[src/rtl/mnk_pkg.sv]
// Shared types and constants for the m,n,k game engine: FSM encodings,
// walker direction deltas and the LFSR polynomial.
package mnk_pkg;

  typedef enum logic [2:0] {
    IDLE  = 3'd0,
    TURN  = 3'd1,
    RAND  = 3'd2,
    PLACE = 3'd3,
    CHECK = 3'd4,
    NEXT  = 3'd5,
    OVER  = 3'd6
  } state_e;

  // Fibonacci taps 16,14,13,11 mapped onto bits 15,13,12,10.
  localparam logic [15:0] LFSR_TAPS = 16'hB400;
  localparam logic [15:0] LFSR_SEED = 16'hACE1;

  // Direction order: horizontal, vertical, diagonal, anti-diagonal.
  function automatic int dir_dr(input logic [1:0] d);
    return (d == 2'd0) ? 0 : 1;
  endfunction

  function automatic int dir_dc(input logic [1:0] d);
    case (d)
      2'd0:    return 1;
      2'd1:    return 0;
      2'd2:    return 1;
      default: return -1;
    endcase
  endfunction

endpackage

[src/rtl/mnk_game_core_if.sv]
// Button-side strobes and board-side status of the game core in one bundle.
interface mnk_game_core_if #(
  parameter int N       = 3,
  parameter int PLAYERS = 2
);
  localparam int PW = $clog2(PLAYERS + 1);
  localparam int CW = $clog2(N);

  // start/move/select are single-cycle strobes with no ready: start is taken
  // only in IDLE/OVER, move/select only on a human TURN, otherwise dropped.
  logic                start;
  logic [PW-1:0]       first_player;
  logic                vs_cpu;
  logic                move;
  logic                select;

  logic [N*N*PW-1:0]   board;
  logic [CW-1:0]       cursor_row;
  logic [CW-1:0]       cursor_col;
  logic [PW-1:0]       current_player;
  logic [PW-1:0]       winner;
  logic                draw;
  logic                timeout;
  logic [2:0]          state;

  modport master (
    output start, first_player, vs_cpu, move, select,
    input  board, cursor_row, cursor_col, current_player, winner, draw, timeout, state
  );

  modport slave (
    input  start, first_player, vs_cpu, move, select,
    output board, cursor_row, cursor_col, current_player, winner, draw, timeout, state
  );
endinterface

[src/rtl/lfsr16.sv]
// Free-running 16-bit Fibonacci LFSR used to seed random auto-placement.
module lfsr16
  import mnk_pkg::*;
(
  input  logic        clk,
  input  logic        rst,
  output logic [15:0] rnd
);

  always_ff @(posedge clk or negedge rst) begin
    if (!rst) rnd <= LFSR_SEED;
    else      rnd <= {rnd[14:0], ^(rnd & LFSR_TAPS)};
  end

endmodule

[src/rtl/mnk_game_core.sv]
// N x N, K-in-a-row game FSM with turn timer, random/CPU placement and a
// sequential line walker that checks the four lines through the last mark.
module mnk_game_core
  import mnk_pkg::*;
#(
  parameter int N           = 3,
  parameter int K           = 3,
  parameter int PLAYERS     = 2,
  parameter int TURN_CYCLES = 1000
) (
  input  logic            clk,
  input  logic            rst,
  mnk_game_core_if.slave  bus
);

  localparam int PW  = $clog2(PLAYERS + 1);
  localparam int CW  = $clog2(N);
  localparam int NN  = N * N;
  localparam int IW  = $clog2(NN);
  localparam int TW  = $clog2(TURN_CYCLES + 1);
  localparam int PCW = IW + 1;

  localparam logic [2:0] S_IDLE  = 3'(IDLE);
  localparam logic [2:0] S_TURN  = 3'(TURN);
  localparam logic [2:0] S_RAND  = 3'(RAND);
  localparam logic [2:0] S_PLACE = 3'(PLACE);
  localparam logic [2:0] S_CHECK = 3'(CHECK);
  localparam logic [2:0] S_NEXT  = 3'(NEXT);
  localparam logic [2:0] S_OVER  = 3'(OVER);

  logic [2:0]     state_q;
  logic [PW-1:0]  cells_q [NN];
  logic [CW-1:0]  row_q, col_q;
  logic [PW-1:0]  player_q, winner_q;
  logic           draw_q, cpu_q;
  logic [TW-1:0]  timer_q;
  logic [PCW-1:0] placed_q;
  logic [IW-1:0]  scan_q;
  logic           rand_first_q;
  logic [1:0]     dir_q;
  logic           back_q, alive_q, win_q;
  logic [3:0]     step_q;
  logic [4:0]     cnt_q;
  logic [15:0]    rnd;

  lfsr16 u_lfsr (.clk(clk), .rst(rst), .rnd(rnd));

  logic [IW-1:0] cur_idx, rand_idx, walk_idx;
  logic          cpu_turn, sel_ok, timeout_w;
  logic          in_b, match, side_end, dir_win, last_step;
  logic [4:0]    cnt_nx;
  int            sgn, pr, pc;

  assign cur_idx   = IW'(int'(row_q) * N + int'(col_q));
  assign cpu_turn  = cpu_q && (player_q != PW'(1));
  assign sel_ok    = bus.select && (cells_q[cur_idx] == '0);
  // A select that lands on this cycle wins over an expiring timer.
  assign timeout_w = (state_q == S_TURN) && !cpu_turn && !sel_ok &&
                     (timer_q == TW'(TURN_CYCLES - 1));
  assign rand_idx  = rand_first_q ? IW'({16'd0, rnd} % 32'(NN)) : scan_q;

  always_comb begin
    sgn      = back_q ? -1 : 1;
    pr       = int'(row_q) + sgn * int'(step_q) * dir_dr(dir_q);
    pc       = int'(col_q) + sgn * int'(step_q) * dir_dc(dir_q);
    in_b     = (pr >= 0) && (pr < N) && (pc >= 0) && (pc < N);
    walk_idx = in_b ? IW'(pr * N + pc) : '0;
    match    = alive_q && in_b && (cells_q[walk_idx] == player_q);
    cnt_nx   = cnt_q + 5'(match);
    side_end = (step_q == 4'(K - 1));
    dir_win  = (cnt_nx >= 5'(K));
    last_step = side_end && back_q && (dir_q == 2'd3);
  end

  always_ff @(posedge clk or negedge rst) begin
    if (!rst) begin
      state_q      <= S_IDLE;
      for (int i = 0; i < NN; i++) cells_q[i] <= '0;
      row_q        <= '0;
      col_q        <= '0;
      player_q     <= PW'(1);
      winner_q     <= '0;
      draw_q       <= 1'b0;
      cpu_q        <= 1'b0;
      timer_q      <= '0;
      placed_q     <= '0;
      scan_q       <= '0;
      rand_first_q <= 1'b1;
      dir_q        <= '0;
      back_q       <= 1'b0;
      alive_q      <= 1'b1;
      win_q        <= 1'b0;
      step_q       <= 4'd1;
      cnt_q        <= 5'd1;
    end else begin
      rand_first_q <= (state_q != S_RAND);
      case (state_q)
        S_IDLE, S_OVER: begin
          if (bus.start) begin
            for (int i = 0; i < NN; i++) cells_q[i] <= '0;
            winner_q <= '0;
            draw_q   <= 1'b0;
            row_q    <= '0;
            col_q    <= '0;
            timer_q  <= '0;
            placed_q <= '0;
            cpu_q    <= bus.vs_cpu;
            player_q <= (bus.first_player == '0 || bus.first_player > PW'(PLAYERS)) ?
                        PW'(1) : bus.first_player;
            state_q  <= S_TURN;
          end
        end
        S_TURN: begin
          timer_q <= timer_q + TW'(1);
          if (cpu_turn)       state_q <= S_RAND;
          else if (sel_ok)    state_q <= S_PLACE;
          else if (timeout_w) state_q <= S_RAND;
          else if (bus.move) begin
            if (col_q == CW'(N - 1)) begin
              col_q <= '0;
              row_q <= (row_q == CW'(N - 1)) ? '0 : row_q + CW'(1);
            end else begin
              col_q <= col_q + CW'(1);
            end
          end
        end
        S_RAND: begin
          if (cells_q[rand_idx] == '0) begin
            row_q   <= CW'(int'(rand_idx) / N);
            col_q   <= CW'(int'(rand_idx) % N);
            state_q <= S_PLACE;
          end else begin
            scan_q <= (rand_idx == IW'(NN - 1)) ? '0 : rand_idx + IW'(1);
          end
        end
        S_PLACE: begin
          cells_q[cur_idx] <= player_q;
          placed_q <= placed_q + PCW'(1);
          dir_q    <= '0;
          back_q   <= 1'b0;
          step_q   <= 4'd1;
          alive_q  <= 1'b1;
          cnt_q    <= 5'd1;
          win_q    <= 1'b0;
          state_q  <= S_CHECK;
        end
        S_CHECK: begin
          // Steps past the edge or a foreign mark still take a cycle, so the
          // walk length is fixed at 8(K-1).
          if (side_end) begin
            step_q  <= 4'd1;
            alive_q <= 1'b1;
            if (!back_q) begin
              back_q <= 1'b1;
              cnt_q  <= cnt_nx;
            end else begin
              back_q <= 1'b0;
              dir_q  <= dir_q + 2'd1;
              cnt_q  <= 5'd1;
              win_q  <= win_q | dir_win;
            end
          end else begin
            step_q  <= step_q + 4'd1;
            alive_q <= match;
            cnt_q   <= cnt_nx;
          end
          if (last_step) begin
            if (win_q || dir_win) begin
              winner_q <= player_q;
              state_q  <= S_OVER;
            end else if (placed_q == PCW'(NN)) begin
              draw_q  <= 1'b1;
              state_q <= S_OVER;
            end else begin
              state_q <= S_NEXT;
            end
          end
        end
        S_NEXT: begin
          player_q <= (player_q == PW'(PLAYERS)) ? PW'(1) : player_q + PW'(1);
          timer_q  <= '0;
          state_q  <= S_TURN;
        end
        default: state_q <= S_IDLE;
      endcase
    end
  end

  always_comb begin
    bus.board = '0;
    for (int i = 0; i < NN; i++) bus.board[i*PW +: PW] = cells_q[i];
  end

  assign bus.cursor_row     = row_q;
  assign bus.cursor_col     = col_q;
  assign bus.current_player = player_q;
  assign bus.winner         = winner_q;
  assign bus.draw           = draw_q;
  assign bus.timeout        = timeout_w;
  assign bus.state          = state_q;

endmodule

[src/flat_wrapper.sv]
// flat-port wrapper written by rule: the top's interface ports become plain ports
module mnk_game_core_flat import mnk_pkg::*;
#(
  parameter int N           = 3,
  parameter int K           = 3,
  parameter int PLAYERS     = 2,
  parameter int TURN_CYCLES = 1000
)
  (clk, rst, bus_start, bus_first_player, bus_vs_cpu, bus_move, bus_select, bus_board, bus_cursor_row, bus_cursor_col, bus_current_player, bus_winner, bus_draw, bus_timeout, bus_state);
  mnk_game_core_if #(.N(N), .PLAYERS(PLAYERS)) bus_i ();
  input  logic clk;
  input  logic rst;
  input wire logic [$bits(bus_i.start)-1:0] bus_start;
  input wire logic [$bits(bus_i.first_player)-1:0] bus_first_player;
  input wire logic [$bits(bus_i.vs_cpu)-1:0] bus_vs_cpu;
  input wire logic [$bits(bus_i.move)-1:0] bus_move;
  input wire logic [$bits(bus_i.select)-1:0] bus_select;
  output wire logic [$bits(bus_i.board)-1:0] bus_board;
  output wire logic [$bits(bus_i.cursor_row)-1:0] bus_cursor_row;
  output wire logic [$bits(bus_i.cursor_col)-1:0] bus_cursor_col;
  output wire logic [$bits(bus_i.current_player)-1:0] bus_current_player;
  output wire logic [$bits(bus_i.winner)-1:0] bus_winner;
  output wire logic [$bits(bus_i.draw)-1:0] bus_draw;
  output wire logic [$bits(bus_i.timeout)-1:0] bus_timeout;
  output wire logic [$bits(bus_i.state)-1:0] bus_state;
  assign bus_i.start = bus_start;
  assign bus_i.first_player = bus_first_player;
  assign bus_i.vs_cpu = bus_vs_cpu;
  assign bus_i.move = bus_move;
  assign bus_i.select = bus_select;
  assign bus_board = bus_i.board;
  assign bus_cursor_row = bus_i.cursor_row;
  assign bus_cursor_col = bus_i.cursor_col;
  assign bus_current_player = bus_i.current_player;
  assign bus_winner = bus_i.winner;
  assign bus_draw = bus_i.draw;
  assign bus_timeout = bus_i.timeout;
  assign bus_state = bus_i.state;
  mnk_game_core #(.N(N), .K(K), .PLAYERS(PLAYERS), .TURN_CYCLES(TURN_CYCLES)) u_core (.clk(clk), .rst(rst), .bus(bus_i));
endmodule
[config.mk]
export PLATFORM = sky130hd
export DESIGN_NAME = mnk_game_core_flat
export DESIGN_NICKNAME = d
export VERILOG_FILES = /design/src/rtl/mnk_pkg.sv /design/src/rtl/mnk_game_core_if.sv /design/src/rtl/lfsr16.sv /design/src/rtl/mnk_game_core.sv /design/src/flat_wrapper.sv
export SDC_FILE = /design/constraint.sdc
export NUM_CORES = 1
export LEC_CHECK = 0
export ABC_AREA = 1
export BUFFER_PORTS_ARGS = -buffer_cell sky130_fd_sc_hd__buf_2
export CORE_AREA = 4 4 272 274
export CTS_CLUSTER_SIZE = 40
export DETAILED_ROUTE_END_ITERATION = 8
export DIE_AREA = 0 0 276 278
export PLACE_DENSITY = 0.52
export SLEW_MARGIN = 30
export SYNTH_ARGS = -nofsm -noshare
export SYNTH_HDL_FRONTEND = slang
export SYNTH_HIERARCHICAL = 1
export SYNTH_SLANG_ARGS = --single-unit
[constraint.sdc]
create_clock -name clk -period 40 [get_ports clk]
set_input_delay 8 -clock clk [delete_from_list [all_inputs] [get_ports clk]]
set_output_delay 8 -clock clk [all_outputs]
set_load 0.05 [all_outputs]
==> qor.yml <==
critPathLaunchType: "input port"
rsz0062_at_grt: "no"
yosys.area_share.adder_pct: 38.3
routed-via-count: 17400
endpoint_kind: "output pin"
grtUsageTotal_pct: 14.8
wl_um: 56300
diodes: 0
yosys_warnings: 6
pre_cts_slack_ps: 22870
finalSetupViolations: 0
drive_gt1_share_pct: 7.96
synthXorXnorAreaFrac_pct: 4.85
synthSimpleGateAreaFrac_pct: 27.8
max_freq_ghz: 0.0584
clk_latency_ps: 360
p_sw_share_pct: 58.4
min_period_ps: 17120
clk_pin_slew_ps: 60
layout_commonest_cell: "inv_1"
ys.flop_type: "dfrtp_1"
synth_compound_area_share_pct: 5.85
die_h_um: 278
async_flop_share_pct: 100
ant_nets: 0
relSlewSlack_pct: 28.2
nets: 3407
drv_slew: 0
post-route-period-util_pct: 42.8
first_pass_iters: 5
irDropWorstVdd_mv: 0.0292
dieArea_um2: 76700
grt_max_degree: 66
antenna_found_initial: 0
portBuffers: 38
coreArea_um2: 71400
initial_core_util_pct: 29.9
grt_pass1_wl_um: 93200
place.gp.congestion: 0.905
switching_power_uw: 664
row_count: 98
arrival_ps: 9120
ctsLongestPathBuffers: 2
root_buffer: "clkbuf_16"
hold_buffers: 0
leakage_uw: 0.0129
finalHoldViolCount: 0
drc_errors: 0
skew_ps: 10.3
post_cts_resized: 0
ys_types: 60
crit_type: "in -> out"
dr.first_iter.drc_count: 930
worstMarginPinSlew_ps: 1070
syn2layout_area_growth_pct: 7.07
final_cells: 3878
vias_per_cell: 4.50
postCtsSetupBuffers: 0
hold_ws_ps: 387
reg2reg_depth: 82
die_width_um: 276
postSynthCellCount: 2899
syn_area_per_cell_um2: 7.35
tritoncts: "yes"
path_max_fanout: 2
p_per_area_nw_per_um2: 49.8
clkPwrFrac_pct: 7.0
pin_count: 39
synth_top_family_by_area: "adder cells"
yosys_register_bits: 81
most-common-layout-cells: "inv_1 (685), nand2_1 (549), fa_1 (294), nor2_1 (275), nand3_1 (194)"
synthMuxAreaShare_pct: 0.0528
syn_area_um2: 21300
hp-class: "reg -> reg"
place_hpwl_um: 49200
hold_depth: 0
htreeDepth: 3
status: "completed"
dp_cells: 3862
synth_nets: 3383
p_seq_share_pct: 10.6
internal_power_uw: 473
tns_ps: 0
wl_per_cell_um: 14.5
cts_buffers: 9
cp.required_ps: 32000
p_comb_share_pct: 82.4
cts_num_sinks: 81
yosysSeqAreaShare_pct: 9.58
grt_pass1_vias: 17400
synth_edf_count: 0
setup_ws_ps: 22880
maxCapViolations: 0
grt_overflow: 0
[state kept, by name, indices dropped and copies added (netlist names), 2 cells and up]
register / flops
u_core/bus.cursor_row: 2
u_core/scan_q: 4
u_core/timer_q: 10
u_core/step_q: 4
u_core/bus.state: 3
u_core/dir_q: 2
u_core/cnt_q: 5
u_core/bus.cursor_col: 2
u_core/bus.winner: 2
u_core/placed_q: 5
u_core/bus.board: 18
u_core/bus.current_player: 2
u_core/u_lfsr/rnd: 16
[stage by stage]
step	util [%]	area [um^2]	power, uW
detailed placement	31.6	22500	1060
global route	32.0	22800	1300
CTS	32.0	22800	1150
floorplan	-	21300	811
finish	32.0	22800	1140
global placement	31.6	22500	1060
[worst max-delay path: stages]
cell     delay, ps
buf_2          100
nand4_1        230
nand2_1        110
inv_1          120
nand2_1         50
nor2_1         190
buf_2          310
[Yosys cell counts (3+ instances only)]
cell type  count  area share (%)
a21o_1        10            0.35
a21oi_1       66             1.5
a22oi_1        4            0.14
buf_2          3           0.070
buf_4          4            0.14
buf_6          9            0.48
clkbuf_1      14            0.25
clkinv_1       5           0.088
dfrtp_1       68             8.0
dfstp_2       13             1.6
fa_1         294              28
ha_1         182              11
inv_1        685              12
inv_2         26            0.46
nand2_1      549             9.7
nand2_2       44             1.3
nand2_4        7            0.37
nand3_1      194             4.6
nand3_2       27             1.3
nand3b_1      10            0.35
nand4_1       65             1.9
nand4_2        9            0.53
nand4_4        3            0.30
nor2_1       276             4.9
nor2_2        13            0.38
nor2_4        12            0.63
nor2_8         3            0.28
nor3_1        19            0.45
nor4_1        14            0.41
o2111ai_1      7            0.29
o211ai_1       3            0.11
o21ai_0       65             1.5
o21ai_1       16            0.38
o21bai_1       4            0.14
o22ai_1       25            0.73
or2_2          6            0.18
xnor2_1       57             2.3
xor2_1        61             2.5
[per-layer routing]
layer | wire (um) | global-route usage [%] | vias to the layer above | share of wire, %
met5 | 0 | 0 | - | 0
met4 | 613 | 1.94 | 0 | 1.1
met3 | 1720 | 1.80 | 23 | 3.1
met2 | 25400 | 23.9 | 202 | 45
met1 | 28600 | 21.8 | 8241 | 51
li1 | - | - | 8976 | -
[power by group through the flow]
| stage | clock (uW) | sequential (uW) | combinational [uW] |
|---|---|---|---|
| 6_report | 79.3 | 121 | 936 |
| 5_1_grt | 85.3 | 124 | 1090 |
| 4_1_cts | 82.3 | 121 | 947 |
| 3_5_place_dp | 0 | 123 | 939 |
| 3_3_place_gp | 0 | 122 | 937 |
| 2_1_floorplan | 0 | 139 | 672 |
[worst paths after layout]
check,start,end,slack [ps]
hold reg to reg,u_core/u_lfsr/rnd[6]$_DFF_PN1_,u_core/u_lfsr/rnd[7]$_DFF_PN1_,390
min in group asynchronous,rst,u_core/u_lfsr/rnd[14]$_DFF_PN0_,7510
setup reg to reg,u_core/step_q[2]$_DFFE_PN0N_,u_core/timer_q[9]$_DFFE_PN0P_,23700
hold / removal,u_core/u_lfsr/rnd[6]$_DFF_PN1_,u_core/u_lfsr/rnd[7]$_DFF_PN1_,390
max in group asynchronous,rst,u_core/timer_q[1]$_DFFE_PN0P_,31630
setup / recovery,bus_select,bus_timeout,22880
[cells by family after synthesis]
logic type,after synthesis
buffers and inverters,748
DFF,81
muxes,1
AOI/OAI and AO/OA,215
xor gates and xnor gates,118
and+or+nand+nor,1260
adders and majority gates,476
[layout make-up]
type,count,area (um^2)
Multi-Input combinational cell,2070,16400
Clock inverter,7,55.1
Sequential cell,81,2040
Timing Repair Buffer,43,234
Tap cell,950,1190
Inverter,718,2700
Clock buffer,9,225
Fill cell,7833,48500
(Power assumes the default switching activity.)
